[config.mk]
export PLATFORM = sky130hd
export DESIGN_NAME = nco_spi_multichannel_rx
export DESIGN_NICKNAME = d
export VERILOG_FILES = /design/src/rtl/nco_spi_multichannel_rx.sv
export SDC_FILE = /design/constraint.sdc
export NUM_CORES = 1
export LEC_CHECK = 0
export CAP_MARGIN = 20
export CORE_ASPECT_RATIO = 0.7
export CORE_MARGIN = 2
export CORE_UTILIZATION = 55
export CTS_BUF_LIST = sky130_fd_sc_hd__clkbuf_4 sky130_fd_sc_hd__clkbuf_8 sky130_fd_sc_hd__clkbuf_16
export CTS_CLUSTER_SIZE = 10
export DETAILED_ROUTE_END_ITERATION = 16
export GPL_TIMING_DRIVEN = 0
export PLACE_DENSITY_LB_ADDON = 0.1
export SLEW_MARGIN = 10
export SYNTH_ARGS = -nofsm -noshare
export SYNTH_HDL_FRONTEND = slang
export SYNTH_SLANG_ARGS = --single-unit
[constraint.sdc]
create_clock -name i_clock -period 12.86 [get_ports i_clock]
set_clock_uncertainty 0.05 [all_clocks]
set_input_delay 2.572 -clock i_clock [delete_from_list [all_inputs] [get_ports i_clock]]
set_output_delay 2.572 -clock i_clock [all_outputs]
set_load 0.05 [all_outputs]
[src/rtl/nco_spi_multichannel_rx.sv]
// SPI slave that latches addressed NCO tuning words, one per channel, in the i_clock domain.
// Define NCO_SPI_READBACK_EN to build the MISO readback shifter; otherwise o_MISO is tied low.
module nco_spi_multichannel_rx #(
    parameter int WORD_WIDTH   = 32,
    parameter int NUM_CHANNELS = 4,
    parameter int CPOL         = 0,
    parameter int CPHA         = 0,
    parameter int CH_BITS      = (NUM_CHANNELS > 1) ? $clog2(NUM_CHANNELS) : 1
) (
    input  logic                               i_clock,
    input  logic                               i_reset,
    input  logic                               i_SCLK,
    input  logic                               i_CS,
    input  logic                               i_MOSI,
    output logic                               o_MISO,
    output logic [NUM_CHANNELS*WORD_WIDTH-1:0] o_freq_words,
    output logic                               o_update,
    output logic [CH_BITS-1:0]                 o_update_channel,
    output logic                               o_frame_error,
    output logic                               o_busy
);
    localparam int               FRAME_LEN    = 8 + WORD_WIDTH;
    localparam int               CNT_W        = $clog2(FRAME_LEN + 2);
    localparam logic [CNT_W-1:0] CNT_FRAME    = CNT_W'(FRAME_LEN);
    localparam logic [CNT_W-1:0] CNT_MAX      = {CNT_W{1'b1}};
    localparam logic [CNT_W-1:0] CNT_CMD_LAST = CNT_W'(7);
    localparam logic [7:0]       NUM_CH_C     = 8'(NUM_CHANNELS);
    localparam logic             SCLK_IDLE    = (CPOL != 0) ? 1'b1 : 1'b0;
    localparam logic             SAMPLE_RISE  = ((CPOL ^ CPHA) == 0) ? 1'b1 : 1'b0;

    typedef enum logic [1:0] {
        ST_IDLE   = 2'd0,
        ST_CMD    = 2'd1,
        ST_DATA   = 2'd2,
        ST_COMMIT = 2'd3
    } state_t;

    state_t                  state_r, state_next;
    logic                    sclk_meta_r, sclk_sync_r, sclk_prev_r;
    logic                    cs_meta_r, cs_sync_r, cs_prev_r;
    logic                    mosi_meta_r, mosi_sync_r;
    logic [CNT_W-1:0]        cnt_r;
    logic [7:0]              cmd_r;
    logic [WORD_WIDTH-1:0]   data_r;
    logic                    start_pend_r;
    logic                    sclk_rise_s, sclk_fall_s, sample_edge_s, sample_ok_s;
    logic                    cs_fall_s, cs_rise_s, addr_ok_s, frame_ok_s;

    // Two-flop synchronisers plus previous-value flops for edge detection.
    always_ff @(posedge i_clock or posedge i_reset) begin
        if (i_reset) begin
            sclk_meta_r <= SCLK_IDLE;
            sclk_sync_r <= SCLK_IDLE;
            sclk_prev_r <= SCLK_IDLE;
            cs_meta_r   <= 1'b1;
            cs_sync_r   <= 1'b1;
            cs_prev_r   <= 1'b1;
            mosi_meta_r <= 1'b0;
            mosi_sync_r <= 1'b0;
        end else begin
            sclk_meta_r <= i_SCLK;
            sclk_sync_r <= sclk_meta_r;
            sclk_prev_r <= sclk_sync_r;
            cs_meta_r   <= i_CS;
            cs_sync_r   <= cs_meta_r;
            cs_prev_r   <= cs_sync_r;
            mosi_meta_r <= i_MOSI;
            mosi_sync_r <= mosi_meta_r;
        end
    end

    assign sclk_rise_s   = sclk_sync_r & ~sclk_prev_r;
    assign sclk_fall_s   = ~sclk_sync_r & sclk_prev_r;
    assign sample_edge_s = SAMPLE_RISE ? sclk_rise_s : sclk_fall_s;
    assign cs_fall_s     = ~cs_sync_r & cs_prev_r;
    assign cs_rise_s     = cs_sync_r & ~cs_prev_r;
    // A sample edge coinciding with CS release belongs to no frame.
    assign sample_ok_s   = sample_edge_s & ~cs_rise_s;
    assign addr_ok_s     = ({1'b0, cmd_r[6:0]} < NUM_CH_C);
    assign frame_ok_s    = (cnt_r == CNT_FRAME) && addr_ok_s;

    // FSM state register.
    always_ff @(posedge i_clock or posedge i_reset) begin
        if (i_reset) begin
            state_r <= ST_IDLE;
        end else begin
            state_r <= state_next;
        end
    end

    // FSM next-state logic.
    always_comb begin
        state_next = state_r;
        case (state_r)
            ST_IDLE: begin
                if (cs_fall_s || start_pend_r) state_next = ST_CMD;
                else                           state_next = ST_IDLE;
            end
            ST_CMD: begin
                if (cs_rise_s)                                   state_next = ST_COMMIT;
                else if (sample_ok_s && (cnt_r == CNT_CMD_LAST)) state_next = ST_DATA;
                else                                             state_next = ST_CMD;
            end
            ST_DATA: begin
                if (cs_rise_s) state_next = ST_COMMIT;
                else           state_next = ST_DATA;
            end
            ST_COMMIT: state_next = ST_IDLE;
            default:   state_next = ST_IDLE;
        endcase
    end

    // Shift registers, edge counter, channel word bank and status pulses.
    always_ff @(posedge i_clock or posedge i_reset) begin
        if (i_reset) begin
            cnt_r            <= {CNT_W{1'b0}};
            cmd_r            <= 8'h00;
            data_r           <= {WORD_WIDTH{1'b0}};
            start_pend_r     <= 1'b0;
            o_freq_words     <= {(NUM_CHANNELS*WORD_WIDTH){1'b0}};
            o_update         <= 1'b0;
            o_update_channel <= {CH_BITS{1'b0}};
            o_frame_error    <= 1'b0;
            o_busy           <= 1'b0;
        end else begin
            o_update      <= 1'b0;
            o_frame_error <= 1'b0;
            o_busy        <= (state_next != ST_IDLE);
            // Remember a new frame starting while the previous one commits.
            start_pend_r  <= (state_r == ST_COMMIT) && cs_fall_s;
            case (state_r)
                ST_IDLE: begin
                    cnt_r  <= {CNT_W{1'b0}};
                    data_r <= {WORD_WIDTH{1'b0}};
                end
                ST_CMD: begin
                    if (sample_ok_s) begin
                        cmd_r <= {cmd_r[6:0], mosi_sync_r};
                        cnt_r <= cnt_r + CNT_W'(1);
                    end
                end
                ST_DATA: begin
                    if (sample_ok_s) begin
                        if (cnt_r < CNT_FRAME) data_r <= {data_r[WORD_WIDTH-2:0], mosi_sync_r};
                        if (cnt_r != CNT_MAX)  cnt_r  <= cnt_r + CNT_W'(1);
                    end
                end
                ST_COMMIT: begin
                    if (frame_ok_s) begin
                        if (!cmd_r[7]) begin
                            for (int n = 0; n < NUM_CHANNELS; n++) begin
                                if (int'(cmd_r[6:0]) == n) o_freq_words[n*WORD_WIDTH +: WORD_WIDTH] <= data_r;
                            end
                            o_update         <= 1'b1;
                            o_update_channel <= cmd_r[CH_BITS-1:0];
                        end
                    end else begin
                        o_frame_error <= 1'b1;
                    end
                end
                default: cnt_r <= cnt_r;
            endcase
        end
    end

`ifdef NCO_SPI_READBACK_EN
    logic                  shift_edge_s, load_tx_s;
    logic [7:0]            cmd_next_s;
    logic [WORD_WIDTH-1:0] rd_word_s;
    logic [WORD_WIDTH-1:0] tx_sr_r;
    logic [CNT_W-1:0]      tx_left_r;

    assign shift_edge_s = SAMPLE_RISE ? sclk_fall_s : sclk_rise_s;
    assign cmd_next_s   = {cmd_r[6:0], mosi_sync_r};
    assign load_tx_s    = (state_r == ST_CMD) && sample_ok_s && (cnt_r == CNT_CMD_LAST);

    // Word addressed by the command byte completing on this sample edge.
    always_comb begin
        rd_word_s = {WORD_WIDTH{1'b0}};
        for (int n = 0; n < NUM_CHANNELS; n++) begin
            if (int'(cmd_next_s[6:0]) == n) rd_word_s = o_freq_words[n*WORD_WIDTH +: WORD_WIDTH];
            else                            rd_word_s = rd_word_s;
        end
    end

    // Transmit shifter: loaded on the last command bit, advanced only on shift edges.
    always_ff @(posedge i_clock or posedge i_reset) begin
        if (i_reset) begin
            tx_sr_r   <= {WORD_WIDTH{1'b0}};
            tx_left_r <= {CNT_W{1'b0}};
            o_MISO    <= 1'b0;
        end else if (load_tx_s) begin
            o_MISO <= 1'b0;
            if (cmd_next_s[7] && ({1'b0, cmd_next_s[6:0]} < NUM_CH_C)) begin
                tx_sr_r   <= rd_word_s;
                tx_left_r <= CNT_W'(WORD_WIDTH);
            end else begin
                tx_left_r <= {CNT_W{1'b0}};
            end
        end else if (state_r == ST_DATA) begin
            if (shift_edge_s) begin
                if (tx_left_r != {CNT_W{1'b0}}) begin
                    o_MISO    <= tx_sr_r[WORD_WIDTH-1];
                    tx_sr_r   <= {tx_sr_r[WORD_WIDTH-2:0], 1'b0};
                    tx_left_r <= tx_left_r - CNT_W'(1);
                end else begin
                    o_MISO <= 1'b0;
                end
            end
        end else begin
            o_MISO    <= 1'b0;
            tx_left_r <= {CNT_W{1'b0}};
        end
    end
`else
    assign o_MISO = 1'b0;
`endif

endmodule

### Word level (Yosys, flattened, before mapping)

Cells that the tools add are included.

* input port bits: 5
* word-level logic and storage cells: 80
* latch bits: 0
* memories: 0
* flip-flop bits (word level): 190
* memory bits (writable): 0
* ROM bits: 0

* divide/modulo/power cells: 0
* magnitude comparators: 2
* shift operators: 0
* equality and inequality tests: 13
* multiplexer cells: 17
* $add $sub $neg: 1
* bitwise gates (word level): 9
* multiply operators: 0
* reduce and logical (&&, ||, !) cells: 17

Operator list (number)
* 2-to-1 mux 32 bit: 2
* case mux 32 bit (2 select lines): 1
* AND reduction 4 bit: 5
* 2-to-1 mux 6 bit: 3
* case mux 6 bit (3 select lines): 1
* equality test 7 x 3 -> 1 bit (second input constant): 2
* != test 2 bit (second input constant): 4
* case mux 2 bit (4 select lines): 1
* equality test 7 x 2 -> 1 bit (second input constant): 1
* logical NOT 7 bit: 1
* less-than comparator 7 x 3 -> 1 bit (second input constant): 1
* 2-to-1 mux 1 bit: 7
* adder 6 x 1 -> 6 bit (second input constant): 1
* equality test 6 x 3 -> 1 bit (second input constant): 1
* equality test 6 bit (second input constant): 1
* less-than comparator 6 bit (second input constant): 1
* != test 6 bit (second input constant): 1
* AND reduction 3 bit: 2
* NOT 1 bit: 5
* AND 1 bit: 4
* equality test 2 bit (second input constant): 2
* 2-to-1 mux 2 bit: 2
* nonzero test 2 bit: 2
* logical AND 1 bit: 3
* other kinds (5): 5

### Longest topological paths before layout

* depth in word-level cells: 9
* gate-level depth with buffers: 9
* gate-level depth less buffers: 7

### Worst setup path before layout

OpenSTA, ideal clock, no wires.

* path type: register to output
* start: register o_freq_words[0]
* end: output o_freq_words[0]
* path slack: 9.638 ns
* data required time: 10.238 ns
* data arrival time: 0.600 ns
* cell stages (with the launch flop): 1
* buffers on the path: 0
* path through: dfrtp_1

RTL lines
* start: declaration: RTL line 16 `output logic [NUM_CHANNELS*WORD_WIDTH-1:0] o_freq_words,`
* start signal: assignment: RTL line 120 `o_freq_words <= {(NUM_CHANNELS*WORD_WIDTH){1'b0}};`

No word-level cell between the ends.

### Worst setup path after layout

* start: register o_update_channel[1]
* end: output o_update_channel[1]

RTL lines
* start: declaration: RTL line 18 `output logic [CH_BITS-1:0] o_update_channel,`
* start signal: assignment: RTL line 122 `o_update_channel <= {CH_BITS{1'b0}};`
* start signal: assignment: RTL line 155 `o_update_channel <= cmd_r[CH_BITS-1:0];`

No word-level cell between the ends.

==> summary.md <==
| Metric | Value |
|---|---|
| Most frequent standard cell in the layout excluding fill and tap cells | sky130_fd_sc_hd__dfrtp_1 |
| Register share of total power | between 40% and 50% |
| Proportion of synthesized area in mux cells | 22.71% |
| Proportion of layout cells with a drive suffix above 1 | 32.05% |
| Count of input and output buffers | 137 |
| Highest-count cells in the layout ignoring fill and taps | sky130_fd_sc_hd__dfrtp_1, sky130_fd_sc_hd__clkdlybuf4s50_1, sky130_fd_sc_hd__mux2_2 |
| Clock tree from TritonCTS | done |
| XOR/XNOR Fraction of Synth Area | 0% |
| Startpoint of the worst-slack reg-to-reg timing path | cs_prev_r |
| Number of gates given a new drive strength after cts | 0 |
| Residual antenna-violating net count after detailed routing | 0 |
| Final Routed Wirelength | 14,950 um |
| Pins over their slew limit | 0 |
| Final critical-path required period | 4237 ps |
| Combinational family with the most area after synthesis | multiplexers |
| Logic gate share of total power | 11.0% |
| Worst min-delay path category | reg2reg |
| Clk_lat worst skew | 420 ps |
| Level count of the clock H-tree | 4 |
| Vias in the first global route | between 4,000 and 5,000 |
| Cell chain of the critical path | clkdlybuf4s50_1 |
| Yosys Warn Count | 0 |
| Effective utilization at floorplan | 56.04% |
| Number of buffers inserted by post-CTS setup repair | 0 |
| Placer congestion estimate | approximately 0.84 |
| Area contributors post-synth | sky130_fd_sc_hd__dfrtp_1, sky130_fd_sc_hd__mux2_2, sky130_fd_sc_hd__mux2_4 |
| Post-cts hold buffer count | 0 |
| Data required time at the worst endpoint | 10,240 ps |
| Utilization after layout | 72.82% |
| Peak Freq | 0.2360 GHz |
| Die ar. | 14,300 um2 |
| CTS root buf | sky130_fd_sc_hd__clkbuf_16 |
| Max_slew headroom | 29.74% |
| Post-synthesis sequential element count | 190 |
| Wire length of the first global-routing pass | 24,020 um |
| Most instantiated flip-flop cell in the synthesis netlist | sky130_fd_sc_hd__dfrtp_1 |
| Area leader, netlist | sky130_fd_sc_hd__dfrtp_1 |
| Register-to-Register Path Depth | 6 |
| Count of flip-flops with a built-in enable after synthesis | 0 |
| Syn Nets | 465 |
| Complex-gate fraction of the synthesized area | 5.780% |
| # rows | 35 |
| Clock edge transition at the registers on the reported setup and hold paths | about 70 ps |
| Switching power | roughly 0.35 mW |
| Number of CTS-inserted buffers | 17 |
| Int Power | 0.9456 mW |
| Async set-or-reset flop fraction in the synthesized netlist | 100.0% |
| WP data arrival | around 1600 ps |
| Synth Instances | roughly 450 |
| Sequential cell area | 4758 um2 |
| Adder-cell share of the synthesized area | 1.023% |
| Top cell family by delay on the critical path | buffers and inverters |
| Static leakage | between 4 and 5 nW |
| Number of I/O pins | 139 |
| Cell Area, Synth | between 7000 and 8000 um2 |
| Met2 GRT Util | 34.19% |
| Outcome | finished, final reports clean |
| WL per Instance | 18.93 um |
| Reg2reg end | data_r[26] |
| Worst R2R Setup Slack | 9940 ps |
| Crit path launch type | flip-flop |
| Ratio of routed vias to standard cells | 5.457 |
| Met3 Track Usage GR | 5.511% |
| Synthesis-to-finish area growth | 29.94% |
| Sequential area share after synthesis | 64.84% |
| Total area of multi-input combinational cells | 2381 um2 |
| Largest vdd supply drop | 0.00009731 V |
| Most Used Layer, Global Route | met2 |
| TritonCTS sink count | 190 |
| Grt met1 use | between 30% and 40% |
| # fillers | 835 |
| GRT Residual Overflow | 0 |
| Standard cell with the maximum stage delay on the critical path | sky130_fd_sc_hd__clkdlybuf4s50_1 |
| Total routing resource utilization after global routing | 22.03% |
| CP bufs+invs | 1 |
| Total number of nets in the final design | 622 |
| Die span in y | just over 100 um |
| Largest net degree at the start of global routing | 129 |
| Post-route setup TNS | 0 ps |
| Mean cell area of the mapped netlist | 16.16 um2 |
| Top-area cell type share of the netlist area | 63.77% |
| Endpoint, Worst Hold | mosi_sync_r |
| Placed wire-length estimate | ~10000 um |
| WHS Path Cells | 0 |
| Die outline width | about 140 um |
| Number of diodes | 0 |
| Critical Setup Path Class | reg2out |
| Share of the clock period used by the worst path | 32.95% |
| Initial antenna violation count | 0 |
| RSZ-0062 raised after global routing | no |
| Core box area | between 10,000 and 15,000 um2 |
| Max Fanout on Critical Path | 2 |
| Count of vias placed by the detailed router | 4,311 |
| Area fraction in and, or, nand and nor cells after synthesis | 2.882% |
| Total power density per cell area | between 100 and 150 nW/um2 |
| Worst setup EP type | primary output |
| Share of total power consumed by net switching | 27.05% |
| Clock power frac | 39.8% |
| # DRC | 0 |
| Total iterations of the first detailed-routing run | 4 |
| Slew of the pin with the lowest slew margin | 1048 ps |
| Hold path startpoint | mosi_meta_r |
| Smallest hold slack | 299.0 ps |
| Number of library cell types mapped by synthesis | 38 |
| Hold violation total from the final report | 0 |
| Delay of the slowest cell on the worst path | 830 ps |
| Detailed Route Iter0 Violations | 192 |
| Number of buffers on the longest clock path | 2 |
| Count of endpoints failing setup in the final report | 0 |
| Max-capacitance violation count | 0 |
layer usage:
metal | vias to the layer above | wire length, um
li1 | 1955 | -
met1 | 2233 | 7054
met4 | 0 | 118
met2 | 112 | 7085
met5 | - | 0
met3 | 11 | 694
power by group through the flow:
stage                     Sequential [mW]  Combinational, mW  Clock [mW]
after detailed placement            0.649              0.140           0
after global placement              0.647              0.133           0
after CTS                           0.638              0.142       0.528
after floorplan                     0.652             0.0941           0
final                               0.638              0.142       0.516
after global routing                0.641              0.158       0.551
metrics by stage:
stage | power [mW] | std cells | area, um2 | setup slack, ps
2_1_floorplan | 0.7457 | 454 | 7338 | 5072
3_3_place_gp | 0.7799 | 757 | 8917 | 3010
3_5_place_dp | 0.7898 | 758 | 8952 | 8802
4_1_cts | 1.307 | 790 | 9535 | 8601
5_1_grt | 1.350 | 790 | 9535 | 8561
6_report | 1.296 | 790 | 9535 | 8623
worst reg2reg max path: stages (launching register included):
cell and delay, ps:
sky130_fd_sc_hd__dfstp_2 530, sky130_fd_sc_hd__nand2b_1 190, sky130_fd_sc_hd__nand2_1 180, sky130_fd_sc_hd__a211oi_1 900
sky130_fd_sc_hd__a21oi_1 350, sky130_fd_sc_hd__clkbuf_1 350, sky130_fd_sc_hd__a22o_1 260
area by class of cell:
class                      count  share of cell area [%]
timing repair buffer         138                   14.67
sequential                   190                   49.90
tap                          166                   2.178
clock buffer                  18                   4.540
buffer                        21                   1.732
clock inverter                14                   1.575
inverter                       9                  0.4330
multi-input combinational    234                   24.97
flip-flops by register name (all words and copies together) (netlist names), 2 cells and up:
| name | flops |
|---|---|
| data_r | 32 |
| o_update_channel | 2 |
| cmd_r | 8 |
| o_freq_words | 128 |
| cnt_r | 6 |
| state_r | 2 |
cell families (layout without fill, tap and decap cells):
group                    Yosys count  in the layout
flip-flops                       190            190
multiplexers                     138            138
AO/OA/AOI/OAI                     54             54
AND/OR/NAND/NOR                   35             35
buffers and inverters             30            200
adder cells (fa/ha/maj)            6              6
other                              1              1
worst max-delay path by stage:
| stage | start | endpoint | slack, ps | cells past startpoint |
|---|---|---|---|---|
| after floorplan | i_reset | cmd_r[0] | 5070 | 1 |
| after global placement | i_reset | o_freq_words[14] | 3010 | 2 |
| after detailed placement | i_reset | o_freq_words[15] | 8800 | 3 |
| after CTS | o_update_channel[0] | o_update_channel[0] | 8600 | 1 |
| after global routing | o_freq_words[71] | o_freq_words[71] | 8560 | 1 |
| final | o_update_channel[1] | o_update_channel[1] | 8620 | 1 |
synth_stat cells (2+ instances only):
cell type and count:
sky130_fd_sc_hd__nand2b_1 2, sky130_fd_sc_hd__nand3_1 3, sky130_fd_sc_hd__mux2_4 30, sky130_fd_sc_hd__mux2_2 108
sky130_fd_sc_hd__a22o_1 32, sky130_fd_sc_hd__nor2_1 4, sky130_fd_sc_hd__buf_6 2, sky130_fd_sc_hd__nand2_1 8
sky130_fd_sc_hd__or2_2 5, sky130_fd_sc_hd__a21oi_1 5, sky130_fd_sc_hd__buf_12 3, sky130_fd_sc_hd__o41ai_1 2
sky130_fd_sc_hd__buf_2 6, sky130_fd_sc_hd__inv_1 9, sky130_fd_sc_hd__o21ai_0 8, sky130_fd_sc_hd__dfstp_2 3
sky130_fd_sc_hd__and3_1 2, sky130_fd_sc_hd__nor3b_2 2, sky130_fd_sc_hd__ha_1 6, sky130_fd_sc_hd__buf_4 4
sky130_fd_sc_hd__and2_1 2, sky130_fd_sc_hd__clkbuf_1 6, sky130_fd_sc_hd__dfrtp_1 187
(Power assumes the default switching activity.)
